File: config.mk
export PLATFORM = sky130hd
export DESIGN_NAME = key_click_decoder_flat
export DESIGN_NICKNAME = d
export VERILOG_FILES = /design/src/rtl/key_click_decoder_if.sv /design/src/rtl/key_click_decoder.sv /design/src/flat_wrapper.sv
export SDC_FILE = /design/constraint.sdc
export NUM_CORES = 1
export LEC_CHECK = 0
export ABC_AREA = 1
export BUFFER_PORTS_ARGS = -buffer_cell sky130_fd_sc_hd__buf_2
export CORE_MARGIN = 5
export CORE_UTILIZATION = 52
export DETAILED_ROUTE_END_ITERATION = 6
export HOLD_SLACK_MARGIN = 0.12
export PLACE_DENSITY = 0.75
export SETUP_SLACK_MARGIN = 0.05
export SYNTH_ARGS = -nofsm -noshare
export SYNTH_HDL_FRONTEND = slang
export SYNTH_SLANG_ARGS = --single-unit
File: constraint.sdc
create_clock -name sys_clk -period 1.8 [get_ports sys_clk]
set_input_delay 0.09 -clock sys_clk [delete_from_list [all_inputs] [get_ports sys_clk]]
set_output_delay 0.09 -clock sys_clk [all_outputs]
set_load 0.03 [all_outputs]
File: src/rtl/key_click_decoder_if.sv
// Key click decoder bundle: press pulses in, decoded click events out.
// Master is the press source and event sink; slave is the decoder.
interface key_click_decoder_if;
  logic       key_flag;
  logic       single_flag;
  logic       double_flag;
  logic       triple_flag;
  logic       busy;
  logic [7:0] ev_cnt;

  modport master (
    output key_flag,
    input  single_flag,
    input  double_flag,
    input  triple_flag,
    input  busy,
    input  ev_cnt
  );

  modport slave (
    input  key_flag,
    output single_flag,
    output double_flag,
    output triple_flag,
    output busy,
    output ev_cnt
  );
endinterface

File: src/rtl/key_click_decoder.sv
// Decodes single/double/triple key clicks within a per-press time window.
// Each press restarts the window; a third press decodes immediately.
module key_click_decoder #(
  parameter logic [23:0] CNT_WIN = 24'd14_999_999
) (
  input  logic                 sys_clk,
  input  logic                 sys_rst,
  key_click_decoder_if.slave   kc
);

  typedef enum logic [1:0] {
    IDLE  = 2'd0,
    WAIT1 = 2'd1,
    WAIT2 = 2'd2
  } state_t;

  state_t      state_q;
  state_t      state_d;
  logic [23:0] cnt_q;
  logic [23:0] cnt_d;
  logic        single_q;
  logic        double_q;
  logic        triple_q;
  logic        single_d;
  logic        double_d;
  logic        triple_d;
  logic [7:0]  ev_q;
  logic        timeout;
  logic        pulse;

  assign timeout = (cnt_q == CNT_WIN);
  assign pulse   = single_q | double_q | triple_q;

  // A press always wins over a coincident window expiry.
  always_comb begin
    state_d  = state_q;
    cnt_d    = '0;
    single_d = 1'b0;
    double_d = 1'b0;
    triple_d = 1'b0;
    unique case (state_q)
      IDLE: begin
        if (kc.key_flag) begin
          state_d = WAIT1;
        end
      end
      WAIT1: begin
        if (kc.key_flag) begin
          state_d = WAIT2;
        end else if (timeout) begin
          state_d  = IDLE;
          single_d = 1'b1;
        end else begin
          cnt_d = cnt_q + 24'd1;
        end
      end
      WAIT2: begin
        if (kc.key_flag) begin
          state_d  = IDLE;
          triple_d = 1'b1;
        end else if (timeout) begin
          state_d  = IDLE;
          double_d = 1'b1;
        end else begin
          cnt_d = cnt_q + 24'd1;
        end
      end
      default: begin
        state_d = IDLE;
      end
    endcase
  end

  always_ff @(posedge sys_clk) begin
    if (sys_rst) begin
      state_q  <= IDLE;
      cnt_q    <= '0;
      single_q <= 1'b0;
      double_q <= 1'b0;
      triple_q <= 1'b0;
    end else begin
      state_q  <= state_d;
      cnt_q    <= cnt_d;
      single_q <= single_d;
      double_q <= double_d;
      triple_q <= triple_d;
    end
  end

  // Counts while the pulse is visible, so it lands one edge later.
  always_ff @(posedge sys_clk) begin
    if (sys_rst) begin
      ev_q <= '0;
    end else if (pulse) begin
      ev_q <= ev_q + 8'd1;
    end
  end

  assign kc.single_flag = single_q;
  assign kc.double_flag = double_q;
  assign kc.triple_flag = triple_q;
  assign kc.busy        = (state_q != IDLE);
  assign kc.ev_cnt      = ev_q;

endmodule

File: src/flat_wrapper.sv
// flat-port wrapper written by rule: the top's interface ports become plain ports
module key_click_decoder_flat 
#(
  parameter logic [23:0] CNT_WIN = 24'd14_999_999
)
  (sys_clk, sys_rst, kc_key_flag, kc_single_flag, kc_double_flag, kc_triple_flag, kc_busy, kc_ev_cnt);
  key_click_decoder_if kc_i ();
  input  logic sys_clk;
  input  logic sys_rst;
  input wire logic [$bits(kc_i.key_flag)-1:0] kc_key_flag;
  output wire logic [$bits(kc_i.single_flag)-1:0] kc_single_flag;
  output wire logic [$bits(kc_i.double_flag)-1:0] kc_double_flag;
  output wire logic [$bits(kc_i.triple_flag)-1:0] kc_triple_flag;
  output wire logic [$bits(kc_i.busy)-1:0] kc_busy;
  output wire logic [$bits(kc_i.ev_cnt)-1:0] kc_ev_cnt;
  assign kc_i.key_flag = kc_key_flag;
  assign kc_single_flag = kc_i.single_flag;
  assign kc_double_flag = kc_i.double_flag;
  assign kc_triple_flag = kc_i.triple_flag;
  assign kc_busy = kc_i.busy;
  assign kc_ev_cnt = kc_i.ev_cnt;
  key_click_decoder #(.CNT_WIN(CNT_WIN)) u_core (.sys_clk(sys_clk), .sys_rst(sys_rst), .kc(kc_i));
endmodule
Yosys cells after proc, flatten, opt, wreduce, memory -nomap -nowiden:

Index checks and enable logic that the tools add are counted.

* muxes and demuxes: 8
* bitwise gates (word level): 5
* reductions and logical operators: 6
* $add $sub $neg: 2
* eq/ne operators: 4

Operators with widths (count)
* $add A24 B1 Y24 const B: 1
* $eq A24 B24 Y1 const B: 1
* $add A8 B1 Y8 const B: 1
* $mux W2: 4
* $pmux W2 S3: 1
* $reduce_or A2 Y1: 3
* $reduce_or A4 Y1: 1
* $mux W1: 3
* $not A1 Y1: 3
* $eq A2 B1 Y1 const B: 1
* $eq A2 B2 Y1 const B: 1
* $logic_not A2 Y1: 1
* $ne A2 B2 Y1 const B: 1
* $or A1 B1 Y1: 2
* $reduce_bool A2 Y1: 1

* register bits after elaboration: 37
* input port bits: 3

Logic depth before layout (Yosys ltp):

* depth after elaboration: 4
* mapped depth: 9
* mapped depth without buffers: 9

Worst setup path after synthesis:

No wires, ideal clock.

* path type: reg-to-reg
* from: register u_core.double_q, in the netlist u_core.kc.double_flag
* to: register u_core.ev_q[5], in the netlist u_core.kc.ev_cnt[5]
* slack: 358 ps
* required time: 1684 ps
* library setup time: 116 ps
* data arrival time: 1326 ps
* period minus slack after synthesis: 1442 ps
* cell stages (with the launch flop): 7
* buffers on the path: 0
* cell sequence: dfxtp_1 nor2_1 nand2_1 nand3b_1 or2_2 o21ai_0 nor2_1

* cells in the longest elaborated chain, start to end: 2

RTL lines
* start: declaration: line key_click_decoder.sv:22 `logic double_q;`
* start signal: assignment: line key_click_decoder.sv:85 `double_q <= double_d;`
* $or A1 B1 Y1 (2 in a row): line key_click_decoder.sv:32 `assign pulse = single_q | double_q | triple_q;`
* end signal: assignment: line key_click_decoder.sv:95 `ev_q <= ev_q + 8'd1;`
* end: declaration: line key_click_decoder.sv:27 `logic [7:0] ev_q;`

No other way between the ends.
A chain may end at the register's enable or synchronous reset.

Worst setup path in the final report:

* from: register u_core.cnt_q[0]
* to: register u_core.cnt_q[9]

* cells in the longest elaborated chain, start to end: 2
* elaborated cells on any way between the ends: 3
* classes of those cells: add/sub (1); eq/ne (1); reduce/logical (1)

RTL lines
* start: declaration: line key_click_decoder.sv:19 `logic [23:0] cnt_q;`
* start signal: assignment: line key_click_decoder.sv:83 `cnt_q <= cnt_d;`
* parallel branches: the longest is 2 deep, another holds $add A24 B1 Y24

Several ways; the timed one is not identified.

==> out/results.ini <==
[outcome]
status=finished clean

[power_and_ir_drop]
pwr_density_cell_mw_per_mm2=696
ir_drop_uv=663
p_leak_nw=0.815
finalPower_mw=1.51

[timing]
hold_violations=0
fin_setup_tns_ns=0
post-route-period-util=0.835
setup_viol=0
max_freq_mhz=665
layout_min_cycle_time_ns=1.50
skew_ns=0.00444
grt_setup_unrepaired=false
tightest_slew_ns=0.295
slew_headroom=0.804
drv_slew=0
setup_ws_ns=0.297

[cells_and_area]
post_route_cells_drive_above_1_share=0.127
fin_nets=315
layout_commonest_cell=nand2_1
diodes=0
final_cell_mix=72 x nand2_1, 64 x nor2_1, 37 x dfxtp_1
fillers=343
area_delta_synth_final_pct=10.4
fin_util=0.592
layoutNonFillerInstCount=355

[placed_design]
dp_slack_ns=0.295
gp_congestion=0.847
dpl.hpwl_um=2860
portBuffers=14
placedCellCount=346

[worst_setup_path]
cp.required_ns=1.98
cp-end-kind=flip-flop
crit_buf_inv=0
critPathArrivalTime_ns=1.68
cp_top_family=simple AND/OR/NAND/NOR gates
worst-setup-path-type=flip-flop to flip-flop
crit_slowest_cell=dfxtp_1
crit_chain=ha_1 -> nand3_2 -> nor2_1 -> nand3_2 -> nand3_4 -> nor2_1
critPathLaunchType=flip-flop
critPathMaxStageDelay_ns=0.37
cp_max_fo=24

[die]
dieArea_mm2=0.00510
io_pins=15
core_mm2=0.00366
num_rows=22
die_w_um=71.4
fp.dieH_um=71.4
start_util=0.536

[drt]
highest_layer=met4
route.detailed.drc=0
firstDrtPassIters=4
drtIter0Drc=107
vias=1723
wl_met1_um=1800
wl_met3_um=132
met2_length_um=1750
final_antenna_net_count=0
wl_um=3780
vias_per_cell=4.85
routedWlPerCell_um=10.7

[global_routing]
grt.total_usage=0.163
grt_pass1_wl_um=6690
grt_pass1_vias=1586
antenna_found_initial=0
grt_overflow=0
grt_start_max_net_pins=25

[clock_network]
root_buffer=clkbuf_8
tritoncts=built
cts_sinks=37
clock_path_buffers=2
worst_skew_pair.late_latency_ns=0.29
cts_setup_buffers=0
hold_buffers=1
clk_pin_slew_ns=0.07
ctsResizeCount=0
cts_buffers=5
htreeDepth=2

[synth]
netlist_instances=286
syn_area_per_cell_um2=6.86
synth_xor_area_frac=0.0491
yosysSeqAreaShare=0.377
syn-cell-area_mm2=0.00196
synthAdderAreaFrac=0.0382
synth_compound_area_frac=0.0650
syn_nets=295
ys_seq_elements=37
synth_mux_area_frac=0
synth_top_family_by_area=simple AND/OR/NAND/NOR gates
ys_warn_count=0
yosys.area_share.simple=0.397
yosysUniqueCellTypes=27

[flow_run]
max_cap_violations=0

[worst_hold_path]
hold_path.class=input pin to flip-flop

==> area by class of cell <==
class,instances,area (um^2),share of cell area
Multi-Input combinational cell,215,1080,0.498
Clock buffer,5,68.8,0.0318
Inverter,32,121,0.0560
Clock inverter,3,17.5,0.00808
Timing Repair Buffer,15,80.1,0.0370
Sequential cell,37,741,0.342
Tap cell,48,60.1,0.0277
==> kinds of logic (layout without fill, tap and decap cells) <==
| family | Yosys count | after routing |
|---|---|---|
| simple gates | 173 | 173 |
| compound gates | 25 | 25 |
| buf+inv | 34 | 55 |
| fa+ha+maj | 6 | 6 |
| xor+xnor | 11 | 11 |
| flops | 37 | 37 |
==> worst min-delay path, cell delays in order <==
cell and delay, ns:
buf_2 0.13, inv_1 0.10, nor2_1 0.06
==> metrics by stage <==
stage	hold slack, ns	instance area (um^2)
final	0.130	2170
after global routing	0.133	2170
after CTS	0.126	2170
after detailed placement	0.352	2070
after global placement	0.351	2070
after floorplan	0.159	1960
==> state kept, by name, summed over array words and instances (netlist names) <==
signal	count
u_core.cnt_q	24
u_core.kc.double_flag	1
u_core.kc.triple_flag	1
u_core.state_q	2
u_core.kc.ev_cnt	8
u_core.kc.single_flag	1
==> per-layer routing <==
layer,vias up,GRT usage
li1,926,-
met3,9,0.0547
met5,-,0
met4,0,0.0647
met2,21,0.257
met1,767,0.205
==> synthesized netlist by cell type <==
cell type | number | share of area
nand2_1 | 72 | 0.14
nor2_1 | 64 | 0.12
dfxtp_1 | 37 | 0.38
inv_1 | 30 | 0.057
a21oi_1 | 17 | 0.043
xor2_1 | 8 | 0.036
o21ai_0 | 7 | 0.018
ha_1 | 6 | 0.038
nand3_1 | 6 | 0.015
nor3_1 | 6 | 0.015
nand3b_1 | 5 | 0.019
nand3_2 | 4 | 0.020
or2_2 | 4 | 0.013
nand4_1 | 3 | 0.0096
xnor2_1 | 3 | 0.013
buf_6 | 2 | 0.011
nand2_2 | 2 | 0.0064
and2_1 | 1 | 0.0032
and3_1 | 1 | 0.0032
clkinv_2 | 1 | 0.0025
inv_2 | 1 | 0.0019
nand2_4 | 1 | 0.0057
nand3_4 | 1 | 0.0089
nor2_2 | 1 | 0.0032
nor2_4 | 1 | 0.0057
nor3_4 | 1 | 0.0083
o21bai_1 | 1 | 0.0038
==> report_power, final <==
group | switching [mW] | internal (mW) | total, mW
Clock | 0.297 | 0.267 | 0.564
Sequential | 0.00883 | 0.828 | 0.837
Combinational | 0.0746 | 0.0328 | 0.107
Total | 0.381 | 1.13 | 1.51
==> worst paths after layout <==
| path | endpoint | cells past startpoint | slack [ns] | from |
|---|---|---|---|---|
| setup / recovery | u_core.cnt_q[9]$_SDFF_PP0_ | 6 | 0.30 | u_core.cnt_q[0]$_SDFF_PP0_ |
| hold / removal | u_core.kc.triple_flag$_SDFF_PP0_ | 3 | 0.13 | kc_key_flag |
| setup reg to reg | u_core.cnt_q[9]$_SDFF_PP0_ | 6 | 0.30 | u_core.cnt_q[0]$_SDFF_PP0_ |
| hold reg to reg | u_core.cnt_q[0]$_SDFF_PP0_ | 1 | 0.46 | u_core.cnt_q[0]$_SDFF_PP0_ |
(Power assumes the default switching activity.)
